File: src/rtl/irq_pkg.sv
// Shared definitions for the interrupt aggregator: register offsets, FSM states, timer source index.
// Latency: n/a (declarations only).
// Backpressure: n/a. Optional round-robin arbitration is enabled by IRQ_AGGREGATOR_ROUNDROBIN_EN.
package irq_pkg;

  // Byte offsets of the MMIO registers; a[3:2] selects among them
  localparam logic [3:0] IRQ_PENDING = 4'h0;
  localparam logic [3:0] IRQ_ENABLE  = 4'h4;
  localparam logic [3:0] IRQ_CLAIMED = 4'h8;

  // Arbitration FSM encoding
  typedef logic [1:0] state_t;
  localparam state_t IDLE = 2'd0;
  localparam state_t REQ  = 2'd1;
  localparam state_t WAIT = 2'd2;

  // Source 0 is always the machine timer
  localparam int TIMER_SRC = 0;

  // Register-select field of a byte offset
  function automatic logic [1:0] reg_sel(input logic [3:0] off);
    return off[3:2];
  endfunction

endpackage

File: src/rtl/irq_prio_sel.sv
// Priority encoder: first set request at or after 'start', wrapping around to index 0.
// Latency: purely combinational.
// Backpressure: none; start must be below N.
module irq_prio_sel #(
  parameter int N = 4
) (
  input  logic [N-1:0] req,
  input  logic [3:0]   start,
  output logic         vld,
  output logic [3:0]   idx
);

  // Wrapped region (below start) first, then the region at/after start overrides it;
  // descending loops leave the lowest index of each region as the winner.
  always_comb begin
    vld = 1'b0;
    idx = 4'd0;
    for (int i = N - 1; i >= 0; i--) begin
      if (req[i] && (i < int'(start))) begin
        vld = 1'b1;
        idx = 4'(i);
      end
    end
    for (int i = N - 1; i >= 0; i--) begin
      if (req[i] && (i >= int'(start))) begin
        vld = 1'b1;
        idx = 4'(i);
      end
    end
  end

endmodule

File: src/rtl/irq_aggregator.sv
// Latches interrupt pulses as pending and presents one arbitrated request on eip until eip_reply.
// Latency: irq pulse -> pending next cycle -> eip the cycle after; HOLDOFF idle cycles follow each reply.
// Backpressure: eip holds stable until eip_reply; IRQ_AGGREGATOR_ROUNDROBIN_EN selects round-robin for non-timer sources.
module irq_aggregator
  import irq_pkg::*;
#(
  parameter int N_SRC   = 4,
  parameter int HOLDOFF = 2
) (
  input  logic             clk,
  input  logic             rst,
  input  logic [N_SRC-1:0] irq,
  input  logic [3:0]       a,
  input  logic [31:0]      d,
  input  logic             we,
  output logic [31:0]      spo,
  output logic             eip,
  output logic             eip_istimer,
  input  logic             eip_reply
);

  logic [N_SRC-1:0] pending, enable, req, w1c, rclr;
  logic             claimed_vld;
  logic [3:0]       claimed_id;
  state_t           state, state_nxt;
  logic [3:0]       sel, sel_nxt, cnt, cnt_nxt;
  logic             eip_nxt, ist_nxt;
  logic             arb_vld;
  logic [3:0]       arb_idx;
  logic             reply_acc, wr_pend, wr_en;
  logic             unused_bits;

  assign req         = pending & enable;
  assign reply_acc   = (state == REQ) && eip_reply;
  assign wr_pend     = we && (a[3:2] == reg_sel(IRQ_PENDING));
  assign wr_en       = we && (a[3:2] == reg_sel(IRQ_ENABLE));
  assign w1c         = wr_pend ? d[N_SRC-1:0] : '0;
  assign unused_bits = ^{d[31:N_SRC], a[1:0]};

`ifdef IRQ_AGGREGATOR_ROUNDROBIN_EN
  logic [3:0]       last_granted, rr_start, rr_idx;
  logic [N_SRC-1:0] rr_req;
  logic             rr_vld;

  // Non-timer search starts one past the last grant, wrapping back to source 1
  always_comb begin
    rr_req            = req;
    rr_req[TIMER_SRC] = 1'b0;
    rr_start          = (last_granted >= 4'(N_SRC - 1)) ? 4'd1 : last_granted + 4'd1;
  end

  irq_prio_sel #(.N(N_SRC)) u_sel (
    .req   (rr_req),
    .start (rr_start),
    .vld   (rr_vld),
    .idx   (rr_idx)
  );

  // Timer keeps absolute priority over the rotating sources
  always_comb begin
    arb_vld = req[TIMER_SRC] | rr_vld;
    arb_idx = req[TIMER_SRC] ? 4'(TIMER_SRC) : rr_idx;
  end

  // Remember the source that was last acknowledged
  always_ff @(posedge clk) begin
    if (rst)            last_granted <= 4'd0;
    else if (reply_acc) last_granted <= sel;
  end
`else
  irq_prio_sel #(.N(N_SRC)) u_sel (
    .req   (req),
    .start (4'd0),
    .vld   (arb_vld),
    .idx   (arb_idx)
  );
`endif

  // One-hot clear of the granted source on acknowledge
  always_comb begin
    rclr = '0;
    for (int i = 0; i < N_SRC; i++) rclr[i] = reply_acc && (sel == 4'(i));
  end

  // Pending/enable/claimed registers; a new pulse beats a same-cycle clear
  always_ff @(posedge clk) begin
    if (rst) begin
      pending     <= '0;
      enable      <= '0;
      claimed_vld <= 1'b0;
      claimed_id  <= 4'd0;
    end else begin
      pending <= (pending & ~(w1c | rclr)) | irq;
      if (wr_en) enable <= d[N_SRC-1:0];
      if (reply_acc) begin
        claimed_vld <= 1'b1;
        claimed_id  <= sel;
      end
    end
  end

  // FSM state register with registered request outputs
  always_ff @(posedge clk) begin
    if (rst) begin
      state       <= IDLE;
      sel         <= 4'd0;
      cnt         <= 4'd0;
      eip         <= 1'b0;
      eip_istimer <= 1'b0;
    end else begin
      state       <= state_nxt;
      sel         <= sel_nxt;
      cnt         <= cnt_nxt;
      eip         <= eip_nxt;
      eip_istimer <= ist_nxt;
    end
  end

  // Next-state: grant in IDLE, wait for reply in REQ (sel frozen), count down HOLDOFF in WAIT
  always_comb begin
    state_nxt = state;
    sel_nxt   = sel;
    cnt_nxt   = cnt;
    case (state)
      IDLE: if (arb_vld) begin
        state_nxt = REQ;
        sel_nxt   = arb_idx;
      end
      REQ: if (eip_reply) begin
        state_nxt = WAIT;
        cnt_nxt   = 4'(HOLDOFF);
      end
      WAIT: begin
        cnt_nxt = cnt - 4'd1;
        if (cnt <= 4'd1) state_nxt = IDLE;
      end
      default: state_nxt = IDLE;
    endcase
  end

  // Outputs follow the upcoming state; withdrawal of pending/enable cannot drop a live request
  always_comb begin
    eip_nxt = (state_nxt == REQ);
    ist_nxt = (state_nxt == REQ) && (sel_nxt == 4'(TIMER_SRC));
  end

  // Combinational MMIO read mux
  always_comb begin
    spo = 32'd0;
    case (a[3:2])
      reg_sel(IRQ_PENDING): spo = {{(32-N_SRC){1'b0}}, pending};
      reg_sel(IRQ_ENABLE):  spo = {{(32-N_SRC){1'b0}}, enable};
      reg_sel(IRQ_CLAIMED): spo = {27'd0, claimed_vld, claimed_id};
      default:              spo = 32'd0;
    endcase
  end

endmodule

File: config.mk
export PLATFORM = sky130hd
export DESIGN_NAME = irq_aggregator
export DESIGN_NICKNAME = d
export VERILOG_FILES = /design/src/rtl/irq_pkg.sv /design/src/rtl/irq_prio_sel.sv /design/src/rtl/irq_aggregator.sv
export SDC_FILE = /design/constraint.sdc
export NUM_CORES = 1
export LEC_CHECK = 0
export ABC_AREA = 1
export CORE_ASPECT_RATIO = 1.4
export CORE_MARGIN = 2
export CORE_UTILIZATION = 30
export CTS_CLUSTER_DIAMETER = 60
export DETAILED_ROUTE_END_ITERATION = 6
export PLACE_DENSITY = 0.69
export SETUP_SLACK_MARGIN = 0.02
export SLEW_MARGIN = 20
export SYNTH_ARGS = -nofsm -noshare
export SYNTH_HDL_FRONTEND = slang
export SYNTH_HIERARCHICAL = 1
export SYNTH_SLANG_ARGS = --single-unit
File: constraint.sdc
create_clock -name clk -period 1.9 [get_ports clk]
set_input_delay 0.57 -clock clk [delete_from_list [all_inputs] [get_ports clk]]
set_output_delay 0.57 -clock clk [all_outputs]
set_load 0.02 [all_outputs]
==> summary.md <==
| Metric | Value |
|---|---|
| CP Data Required Time | 1.33 ns |
| DR top layer | met4 |
| GRT overflow | 0 |
| Worst path top cell family by delay | buffers and inverters |
| Most common cell after layout, fill and taps aside | nand2_1 |
| Critical path class | primary input to primary output |
| # diodes | 0 |
| FILL cells | 561 |
| DP Wirelength | 2370 um |
| Area occupied by multi-input gates | 823 um2 |
| Routability Congestion | 0.796 |
| Non-filler instance count after layout | 332 |
| Mean post-synth cell area | 6.68 um2 |
| First-pass GRT wire length | 4890 um |
| Area grow syn2layout | 16.6% |
| Slowest stage delay, CP | 0.19 ns |
| Worst r2r src | pending[2] |
| Commonest cells after routing, fill and taps aside | 44 x nand2_1, 35 x conb_1, 33 x inv_1, 31 x nor2_1, 25 x dfxtp_1 |
| Crit-path cells | buf_2 > buf_6 > nor2_4 > nand2_1 > o221ai_1 > buf_2 |
| Die height | 89.4 um |
| HP Start | claimed_id[3] |
| CP arrival | 1.25 ns |
| Startpoint Class | primary input |
| # IOs | 78 |
| RSZ-0062 raised after global routing | yes |
| CTS Sinks | 25 |
| Wl on met1 | 1280 um |
| Routed Antenna Nets | 0 |
| Largest net degree at the start of global routing | 14 |
| Most used cell along the critical path | buf_2 |
| Drt drc | 0 |
| GRT Total Usage | 10.5% |
| CP Max Fanout | 6 |
| Final core utilization | 35.6% |
| Routed length per instance | 9.02 um |
| Fin. max-slew vios | 0 |
| Drt total wl | 2990 um |
| Fin crit share | 96.0% |
| # port buffers | 20 |
| Die Span X | 65.0 um |
| Storage cell area | 500 um2 |
| Worst-Skew Late Latency | 0.27 ns |
| DP Area | 1780 um2 |
| CTS clk-pin slew, worst paths | 0.08 ns |
| Clock Tree Buf Depth | 2 |
| Final clock skew | 0.00285 ns |
| Clock Tree Root | clkbuf_8 |
| CP max-delay cell | buf_2 |
| Fin Setup TNS | 0 ns |
| Number of synthesized register bits | 25 |
| Drt first-iter violations | 59 |
| Buffers & Inverters on Critical Path | 3 |
| Fmax | 548 MHz |
| Minimum clock period | 1.82 ns |
| Synth Warn # | 6 |
| DIE AREA | 5820 um2 |
| Number of global-route vias before repair | 1187 |
| Via count | 1380 |
| CTS tree | built |
| Initial antenna violation count | 0 |
| Starting Density | 30.5% |
| Setup slack, reg-to-reg | 0.25 ns |
| Leak pwr | 0.000868 uW |
| Fin nets | 313 |
| TritonCTS buffer count | 3 |
| Sequential-to-total area share from yosys stat | 32.0% |
| Placement row count | 31 |
| Core area | 5120 um2 |
| Netlist cell types | 28 |
| Cells after DPL | 327 |
| Max-Cap Viols | 0 |
| CP startpoint | a[3] |
| Count of hold-fix buffers inserted at cts | 0 |
| Crit end category | primary output |
| Hold_ws | 0.471 ns |
| Vias/cell | 4.16 |
| DR WL met2 | 1470 um |
| Htree depth | 1 |
| Final Setup Violations | 0 |
| Max VDD drop | 0.216 mV |
| Status | finished, final reports clean |
| Gate count of the mapped netlist | 234 |
| Power per cell area | 638 nW/um2 |
| Share of layout cells above drive strength 1 | 12.8% |
| Final hold violation count | 0 |
| Hold/Removal Path Class | register to register |
| Mapped Area | 1560 um2 |
| Design Area, Final | 1820 um2 |
| Met3 Wirelength | 177 um |
| 1st-pass router iterations | 4 |
==> power by group <==
part	switching (uW)	total [uW]	internal, uW
sequential	22.0	578	555
combinational	172	268	95.4
clock	168	318	150
total	362	1160	801
==> worst register-to-register path, stage by stage, from the launching register on <==
cell,delay [ns]
dfxtp_1,0.36
nand2_1,0.07
inv_1,0.09
inv_1,0.06
or2_1,0.24
nand2_1,0.08
inv_2,0.04
nand3_1,0.15
nand3_4,0.14
o21ai_1,0.19
nand2_1,0.07
nor2_1,0.11
==> flip-flops by register name, summed over array words and instances (netlist names) <==
register     count
enable           4
cnt              4
eip_istimer      1
claimed_vld      1
eip              1
state            2
claimed_id       4
pending          4
sel              4
==> routing by layer <==
metal  vias to the layer above  global-route usage (%)
li1                        727                       -
met1                       601                    11.6
met2                        47                    19.7
met3                         5                    1.26
met4                         0                    5.49
met5                         -                       0
==> path summary, 6_finish.rpt <==
check	endpoint	cells after the start
hold reg to reg	claimed_id[3]	2
setup / recovery	spo[3]	6
hold / removal	claimed_id[3]	2
setup reg to reg	eip_istimer	11
==> cells in the mapped netlist, drive strengths merged <==
cell type,instances,area share (%)
nand2,46,11
nand3,13,5.3
buf,30,15
o21ai,14,4.7
clkbuf,2,0.56
o221ai,3,1.7
ha,2,1.6
nand4,3,1.2
a21oi,16,5.6
xor2,1,0.56
conb,2,0.48
dfxtp,25,32
inv,38,9.1
nor2,35,9.5
o211ai,2,0.96
or2,1,0.40
nand3b,1,0.48
==> stage by stage <==
step	power, uW	setup WS, ns
after floorplan	816	0.148
after global placement	854	-0.858
after detailed placement	854	-0.871
after CTS	1170	0.0507
after global routing	1230	0.0185
final	1160	0.0768
==> kinds of logic (layout without fill, tap and decap cells) <==
family          count (synthesis)  in the layout  share of synthesized area (%)
compound gates                 35             35                           13.0
other cells                     2             35                          0.480
buf+inv                        70             69                           24.3
fa+ha+maj                       2              2                           1.60
flops                          25             25                           32.0
xor+xnor                        1              1                          0.560
simple gates                   99             99                           28.1
==> layout make-up <==
class | instances | area share, %
multi-input combinational | 172 | 45.2
sequential | 25 | 27.5
clock buffer | 4 | 2.47
inverter | 38 | 7.82
tap | 66 | 4.53
timing repair buffer | 27 | 12.6
==> timing repair <==
action,in CTS,in global routing
setup endpoints to repair,5,4
setup buffers,1,0
gates resized for setup,40,1
pin swaps,4,3
Power figures use the tool's default switching activity.
